--- config.mk ---
export PLATFORM = sky130hd
export DESIGN_NAME = ex_alu_md_unit
export DESIGN_NICKNAME = d
export VERILOG_FILES = /design/src/rtl/side_pkg.sv /design/src/rtl/ALU.sv /design/src/rtl/md_iter.sv /design/src/rtl/ex_alu_md_unit.sv
export SDC_FILE = /design/constraint.sdc
export NUM_CORES = 2
export LEC_CHECK = 0
export CORE_ASPECT_RATIO = 1.5
export CORE_UTILIZATION = 45
export CTS_CLUSTER_SIZE = 12
export DETAILED_ROUTE_END_ITERATION = 6
export GPL_TIMING_DRIVEN = 1
export PLACE_DENSITY = 0.72
export SKIP_LAST_GASP = 1
export SYNTH_ARGS = -nofsm -noshare
export SYNTH_HDL_FRONTEND = slang
export SYNTH_SLANG_ARGS = --single-unit
export TNS_END_PERCENT = 50
--- constraint.sdc ---
create_clock -name clk -period 6.3 [get_ports clk]
set_input_delay 1.26 -clock clk [delete_from_list [all_inputs] [get_ports clk]]
set_output_delay 1.26 -clock clk [all_outputs]
set_load 0.01 [all_outputs]
--- src/rtl/side_pkg.sv ---
// Shared SIDE core definitions: opcodes, multiply/divide FSM state and the
// long-operation classifier used by the execution units.
package side_pkg;

  localparam logic [5:0] OP_SLL  = 6'h00;
  localparam logic [5:0] OP_SRL  = 6'h02;
  localparam logic [5:0] OP_SRA  = 6'h03;
  localparam logic [5:0] OP_ADDI = 6'h08;
  localparam logic [5:0] OP_ANDI = 6'h0C;
  localparam logic [5:0] OP_ORI  = 6'h0D;
  localparam logic [5:0] OP_LUI  = 6'h0F;
  localparam logic [5:0] OP_ADD  = 6'h20;
  localparam logic [5:0] OP_ADDU = 6'h21;
  localparam logic [5:0] OP_SUB  = 6'h22;
  localparam logic [5:0] OP_SUBU = 6'h23;
  localparam logic [5:0] OP_AND  = 6'h24;
  localparam logic [5:0] OP_OR   = 6'h25;
  localparam logic [5:0] OP_XOR  = 6'h26;
  localparam logic [5:0] OP_NOR  = 6'h27;
  localparam logic [5:0] OP_SLT  = 6'h2A;
  localparam logic [5:0] OP_SLTU = 6'h2B;

  // Long ops: bit 1 selects divide, bit 0 selects unsigned.
  localparam logic [5:0] OP_MULT  = 6'h18;
  localparam logic [5:0] OP_MULTU = 6'h19;
  localparam logic [5:0] OP_DIV   = 6'h1A;
  localparam logic [5:0] OP_DIVU  = 6'h1B;

  typedef enum logic [1:0] {IDLE, RUN, DONE} md_state_e;

  function automatic logic is_long_op(input logic [15:0] op);
    return (op == 16'(OP_MULT)) || (op == 16'(OP_MULTU)) ||
           (op == 16'(OP_DIV))  || (op == 16'(OP_DIVU));
  endfunction

endpackage

--- src/rtl/ALU.sv ---
// Combinational single-cycle ALU shared by the execution units.
module ALU
  import side_pkg::*;
#(
  parameter int DATA_W = 32,
  parameter int OP_W   = 6
) (
  input  logic [OP_W-1:0]   op,
  input  logic [DATA_W-1:0] src1,
  input  logic [DATA_W-1:0] src2,
  input  logic [DATA_W-1:0] imm,
  output logic [DATA_W-1:0] result
);
  localparam int SH_W = $clog2(DATA_W);

  logic [SH_W-1:0] shamt;
  assign shamt = imm[SH_W-1:0];

  always_comb begin
    result = '0;
    case (op)
      OP_W'(OP_ADD), OP_W'(OP_ADDU): result = src1 + src2;
      OP_W'(OP_SUB), OP_W'(OP_SUBU): result = src1 - src2;
      OP_W'(OP_AND):  result = src1 & src2;
      OP_W'(OP_OR):   result = src1 | src2;
      OP_W'(OP_XOR):  result = src1 ^ src2;
      OP_W'(OP_NOR):  result = ~(src1 | src2);
      OP_W'(OP_SLT):  result = DATA_W'($signed(src1) < $signed(src2));
      OP_W'(OP_SLTU): result = DATA_W'(src1 < src2);
      OP_W'(OP_SLL):  result = src2 << shamt;
      OP_W'(OP_SRL):  result = src2 >> shamt;
      OP_W'(OP_SRA):  result = $unsigned($signed(src2) >>> shamt);
      OP_W'(OP_ADDI): result = src1 + imm;
      OP_W'(OP_ANDI): result = src1 & imm;
      OP_W'(OP_ORI):  result = src1 | imm;
      OP_W'(OP_LUI):  result = imm << (DATA_W / 2);
      default:        result = '0;
    endcase
  end

endmodule

--- src/rtl/md_iter.sv ---
// Iterative multiply/divide: one bit per cycle on operand magnitudes,
// signs and the divide-by-zero quotient restored after the last step.
module md_iter
  import side_pkg::*;
#(
  parameter int DATA_W = 32
) (
  input  logic              clk,
  input  logic              rst,
  input  logic              kill,
  input  logic              start,
  input  logic              is_div,
  input  logic              is_signed,
  input  logic [DATA_W-1:0] a,
  input  logic [DATA_W-1:0] b,
  output logic              done,
  output logic [DATA_W-1:0] res_lo,
  output logic [DATA_W-1:0] res_hi
);
  localparam int CNT_W = $clog2(DATA_W);

  logic                busy, div_q, neg_lo, neg_hi, dz, ge;
  logic [CNT_W-1:0]    cnt;
  logic [DATA_W-1:0]   hi, lo, dvs, mag_a, mag_b;
  logic [DATA_W:0]     msum, rsh;
  logic [2*DATA_W-1:0] prod_neg;

  assign mag_a = (is_signed && a[DATA_W-1]) ? -a : a;
  assign mag_b = (is_signed && b[DATA_W-1]) ? -b : b;

  // hi:lo is the product accumulator for multiply, remainder:quotient for divide.
  assign msum = {1'b0, hi} + {1'b0, (lo[0] ? dvs : '0)};
  assign rsh  = {hi, lo[DATA_W-1]};
  assign ge   = rsh >= {1'b0, dvs};
  assign done = busy && (cnt == CNT_W'(DATA_W - 1));

  always_ff @(posedge clk or negedge rst) begin
    if (!rst) begin
      busy   <= 1'b0;
      cnt    <= '0;
      hi     <= '0;
      lo     <= '0;
      dvs    <= '0;
      div_q  <= 1'b0;
      neg_lo <= 1'b0;
      neg_hi <= 1'b0;
      dz     <= 1'b0;
    end else if (kill) begin
      busy <= 1'b0;
    end else if (start) begin
      busy   <= 1'b1;
      cnt    <= '0;
      hi     <= '0;
      lo     <= mag_a;
      dvs    <= mag_b;
      div_q  <= is_div;
      neg_lo <= is_signed && (a[DATA_W-1] ^ b[DATA_W-1]);
      neg_hi <= is_signed && a[DATA_W-1];
      dz     <= is_div && (b == '0);
    end else if (busy) begin
      cnt  <= cnt + 1'b1;
      busy <= !done;
      if (div_q) begin
        hi <= ge ? (rsh[DATA_W-1:0] - dvs) : rsh[DATA_W-1:0];
        lo <= {lo[DATA_W-2:0], ge};
      end else begin
        hi <= msum[DATA_W:1];
        lo <= {msum[0], lo[DATA_W-1:1]};
      end
    end
  end

  assign prod_neg = -{hi, lo};

  always_comb begin
    res_lo = lo;
    res_hi = hi;
    if (!div_q) begin
      if (neg_lo) {res_hi, res_lo} = prod_neg;
    end else begin
      if (neg_lo) res_lo = -lo;
      if (neg_hi) res_hi = -hi;
      if (dz)     res_lo = '1;
    end
  end

endmodule

--- src/rtl/ex_alu_md_unit.sv ---
// Execution unit: S1 operand register, combinational ALU or iterative
// multiply/divide, S2 output register with valid/ready on both sides.
module ex_alu_md_unit
  import side_pkg::*;
#(
  parameter int DATA_W = 32,
  parameter int PREG_W = 6,
  parameter int CW_W   = 4,
  parameter int OP_W   = 6
) (
  input  logic              clk,
  input  logic              rst,
  input  logic              flush,
  input  logic              EX_valid,
  output logic              EX_ready,
  input  logic [OP_W-1:0]   EX_Operation,
  input  logic [DATA_W-1:0] EX_imm,
  input  logic [DATA_W-1:0] EX_Src1,
  input  logic [DATA_W-1:0] EX_Src2,
  input  logic [PREG_W-1:0] EX_Phydst,
  input  logic [CW_W-1:0]   EX_Commit_Window,
  output logic              WB_valid,
  input  logic              WB_ready,
  output logic [DATA_W-1:0] WB_Result,
  output logic [DATA_W-1:0] WB_ResultHi,
  output logic              WB_hilo,
  output logic [PREG_W-1:0] WB_Phydst,
  output logic [CW_W-1:0]   WB_Commit_Window
);
  typedef struct packed {
    logic [OP_W-1:0]   op;
    logic [DATA_W-1:0] imm;
    logic [DATA_W-1:0] src1;
    logic [DATA_W-1:0] src2;
    logic [PREG_W-1:0] pd;
    logic [CW_W-1:0]   cw;
  } s1_t;

  typedef struct packed {
    logic [DATA_W-1:0] lo;
    logic [DATA_W-1:0] hi;
    logic              hilo;
    logic [PREG_W-1:0] pd;
    logic [CW_W-1:0]   cw;
  } s2_t;

  logic [2:1]        vld_pipe;
  s1_t               s1;
  s2_t               s2, s2_in;
  md_state_e         state, state_nxt;
  logic              accept, long_in, s2_free, s1_adv, md_done;
  logic [DATA_W-1:0] alu_res, md_lo, md_hi;

  // S1 only advances from IDLE (ALU op) or DONE (finished long op).
  assign s2_free  = !vld_pipe[2] || WB_ready;
  assign s1_adv   = vld_pipe[1] && s2_free && (state == IDLE || state == DONE);
  assign EX_ready = rst && !flush && (state == IDLE) && (!vld_pipe[1] || s1_adv);
  assign accept   = EX_valid && EX_ready;
  assign long_in  = accept && is_long_op(16'(EX_Operation));

  ALU #(.DATA_W(DATA_W), .OP_W(OP_W)) u_alu (
    .op     (s1.op),
    .src1   (s1.src1),
    .src2   (s1.src2),
    .imm    (s1.imm),
    .result (alu_res)
  );

  md_iter #(.DATA_W(DATA_W)) u_md (
    .clk       (clk),
    .rst       (rst),
    .kill      (flush),
    .start     (long_in),
    .is_div    (EX_Operation[1]),
    .is_signed (!EX_Operation[0]),
    .a         (EX_Src1),
    .b         (EX_Src2),
    .done      (md_done),
    .res_lo    (md_lo),
    .res_hi    (md_hi)
  );

  always_comb begin
    state_nxt = state;
    case (state)
      IDLE:    if (long_in) state_nxt = RUN;
      RUN:     if (md_done) state_nxt = DONE;
      DONE:    if (s2_free) state_nxt = IDLE;
      default: state_nxt = IDLE;
    endcase
    if (flush) state_nxt = IDLE;
  end

  always_comb begin
    s2_in.lo   = alu_res;
    s2_in.hi   = '0;
    s2_in.hilo = 1'b0;
    s2_in.pd   = s1.pd;
    s2_in.cw   = s1.cw;
    if (state == DONE) begin
      s2_in.lo   = md_lo;
      s2_in.hi   = md_hi;
      s2_in.hilo = 1'b1;
    end
  end

  always_ff @(posedge clk or negedge rst) begin
    if (!rst) begin
      state    <= IDLE;
      vld_pipe <= '0;
      s1       <= '0;
      s2       <= '0;
    end else begin
      state <= state_nxt;
      if (flush) begin
        vld_pipe <= '0;
      end else begin
        if (accept)      vld_pipe[1] <= 1'b1;
        else if (s1_adv) vld_pipe[1] <= 1'b0;
        if (s1_adv)        vld_pipe[2] <= 1'b1;
        else if (WB_ready) vld_pipe[2] <= 1'b0;
      end
      if (accept)
        s1 <= '{op: EX_Operation, imm: EX_imm, src1: EX_Src1, src2: EX_Src2,
                pd: EX_Phydst, cw: EX_Commit_Window};
      if (s1_adv && !flush) s2 <= s2_in;
    end
  end

  assign WB_valid         = vld_pipe[2];
  assign WB_Result        = s2.lo;
  assign WB_ResultHi      = s2.hi;
  assign WB_hilo          = s2.hilo;
  assign WB_Phydst        = s2.pd;
  assign WB_Commit_Window = s2.cw;

endmodule

==> impl_metrics.ini <==
[yosys]
synth_top_family_by_area = compound AO/OA/AOI/OAI gates
synth_nets = 3896
synth_cell_types = 87
ys_async_sr_fraction_pct = 100
syn_area_per_cell_um2 = 8.07
yosys_register_bits = 297
synth_area_um2 = 29100
synth_xor_area_share_pct = 7.19
synth_edf_count = 0
syn_inst = 3603
yosys.area.top_type_share_pct = 25.5
yosys.area.top_type = dfrtp_1
synthAdderAreaFrac_pct = 7.67
yosysWarnings = 0
ys.flop_type = dfrtp_1
synth_compound_area_share_pct = 25.1
synthSimpleGateAreaFrac_pct = 16.3
ys_seq_area_share_pct = 25.5
ys_top_cells_by_area = dfrtp_1, ha_1, a21oi_1
synthMuxAreaShare_pct = 12.5

[global_routing]
grt_overflow = 0
gr-usage-met3_pct = 8.55
grt_start_max_net_pins = 153
grtUsageMet2_pct = 64.8
grt_first_pass_wirelength_mm = 193
gr-usage-met1_pct = 44.3
grt.busiest_layer = met2
antenna_found_initial = 10
track_usage_pct = 39.8
grt_pass1_vias = 29333

[clocking]
clock_latency_ps = 600
tritoncts = yes
worst_setup_hold_path_clk_slew_ps = 70
hold_buffers = 0
cts_setup_buffers = 0
htree_levels = 2
cts_sinks = 297
cts_made_buffers = 35
clk_path_buf_depth = 3
ctsRootBufferMaster = clkbuf_16
post_cts_resized = 0

[route]
vias = 30287
drtAntennaViolNets = 0
wl_per_cell_um = 29.6
drt_wl_total_mm = 132
drtPass1Iterations = 7
drt-vias-per-instance = 6.77
drtIter0Drc = 3334
drc_errors = 0

[floorplanning]
die_x_um = 210
ios = 194
core-area_um2 = 63600
dieArea_um2 = 65700
start_util_pct = 45.7
die_h_um = 313
num_rows = 113

[sta]
relSlewSlack_pct = 15.2
setup_viol = 0
tns_ps = 0
hold_viol = 0
rsz0062_at_grt = false
slew_violations = 0
skew_ps = 26.9
max_freq_mhz = 210
layout_setup_ws_ps = 1540
period_minus_slack_ps = 4760
timing.final.crit_share_pct = 75.5
worstMarginPinSlew_ps = 1270

[setup_path]
critPathCaptureType = flip-flop
crit_required_ps = 6760
slowest_stage = a211oi_1
critPathMostFrequentCell = nand4_1
crit_chain = nor2_1, nand4b_1, buf_4, mux2_2, ha_1, nand4_1, a211oi_1, o211ai_1, a31oi_1, nand4_1, nand4_1, o31ai_1, a221oi_1, o21ai_1
cp.arrival_ps = 5220
path_class = flip-flop to flip-flop
path_max_fanout = 36
critPathMaxStageDelay_ps = 800
start_kind = flip-flop

[placement]
placed_cells = 4412
port_buffers = 193
pre_cts_ws_ps = 1650
place_congestion = 1.12
hpwl_mm = 98.9

[layout]
nets = 3938
mostFrequentLayoutCells = nand2_1, nor2_1, a21oi_1, o21ai_0, dfrtp_1
final_cells = 4477
final_common_cell = nand2_1
drive_gt1_share_pct = 9.87
syn_to_final_growth_pct = 12.8

[run_status]
outcome = finished clean

[pwr]
ir_drop_mv = 0.219
power_density_nw_per_um2 = 342
total_power_uw = 11200
power.leakage_uw = 0.0138

[run]
maxCapViolCount = 0

[min_path]
min_path_type = flip-flop to flip-flop
## routing by layer
metal / up-vias / part of all wire, %
li1: 13268 / -
met1: 14607 / 35
met2: 1872 / 46
met3: 534 / 9.1
met4: 6 / 10
met5: - / 0.032
## cell families (layout without fill, tap and decap cells)
kind of cell | count (synthesis) | count (layout)
adders and majority gates | 176 | 176
other | 0 | 3
AOI/OAI and AO/OA | 1150 | 1150
muxes | 273 | 273
and+or+nand+nor | 1043 | 1043
DFF | 297 | 297
buffers and inverters | 425 | 491
xor gates and xnor gates | 239 | 239
## final cells by class
class                           count  area [µm²]
Tap cell                          805        1010
Clock inverter                     10         146
Fill cell                        6147       30800
Sequential cell                   297        7440
Timing Repair Buffer              265        2490
Multi-Input combinational cell   2881       20100
Antenna cell                        3        7.51
Inverter                          165         619
Clock buffer                       51        1010
## per-stage QoR
step	area [µm²]	hold slack [ps]	util, %
4_1_cts	32800	467	51.6
2_1_floorplan	29100	433	-
3_3_place_gp	31700	439	49.8
6_report	32800	465	51.6
5_1_grt	32800	485	51.6
3_5_place_dp	31700	453	49.8
## where the power goes
part	total (µW)	internal, µW	switching [µW]	leakage [µW]
combinational	6020	2390	3630	0.00952
sequential	3080	2250	823	0.00375
clock	2130	1200	933	0.000559
total	11200	5840	5390	0.0138
## worst max-delay path: cells and delay by family (launching register included)
family	cells	cell delay (ps)
flip-flops	1	600
buffers and inverters	1	480
adder cells (fa/ha/maj)	1	420
AND/OR/NAND/NOR	5	780
multiplexers	1	400
AO/OA/AOI/OAI	6	1890
## registers in the layout (all words and copies together) (netlist names), 2 cells and up
register and count:
WB_Result 32, vld_pipe 2, WB_Phydst 6, s1 112
u_md.cnt 5, u_md.dvs 32, WB_ResultHi 32, u_md.hi 32
u_md.lo 32, state 2, WB_Commit_Window 4
## worst paths after layout
check | from | to | slack (ps) | cells after the start
max | s1[107]$_DFFE_PN0P_ | WB_Result[30]$_DFFE_PN0P_ | 1540 | 14
min in group asynchronous | rst | s1[75]$_DFFE_PN0P_ | 660 | 1
min | s1[4]$_DFFE_PN0P_ | WB_Phydst[0]$_DFFE_PN0P_ | 460 | 2
max in group asynchronous | rst | u_md.lo[20]$_DFFE_PN0P_ | 3410 | 3
max reg2reg | s1[107]$_DFFE_PN0P_ | WB_Result[30]$_DFFE_PN0P_ | 1540 | 14
min reg2reg | s1[4]$_DFFE_PN0P_ | WB_Phydst[0]$_DFFE_PN0P_ | 460 | 2
## Yosys cell counts (27+ instances only)
library cell  number
ha_1             172
nor3_1            85
nor2_1           321
a21o_1            61
nand2_1          361
a31oi_1           28
xnor2_1          145
a211oi_1          54
mux2i_1           78
inv_1            162
dfrtp_1          297
o21bai_1          27
or3_1             28
mux2_2           137
nor4_1            30
o21ai_0          303
nand3_1           54
o211ai_1          68
clkbuf_1         220
o31ai_1           37
a221oi_1          32
nand2b_1          29
xor2_1            94
a21oi_1          311
mux4_2            58
No activity file was read; power rests on OpenSTA's default activity.
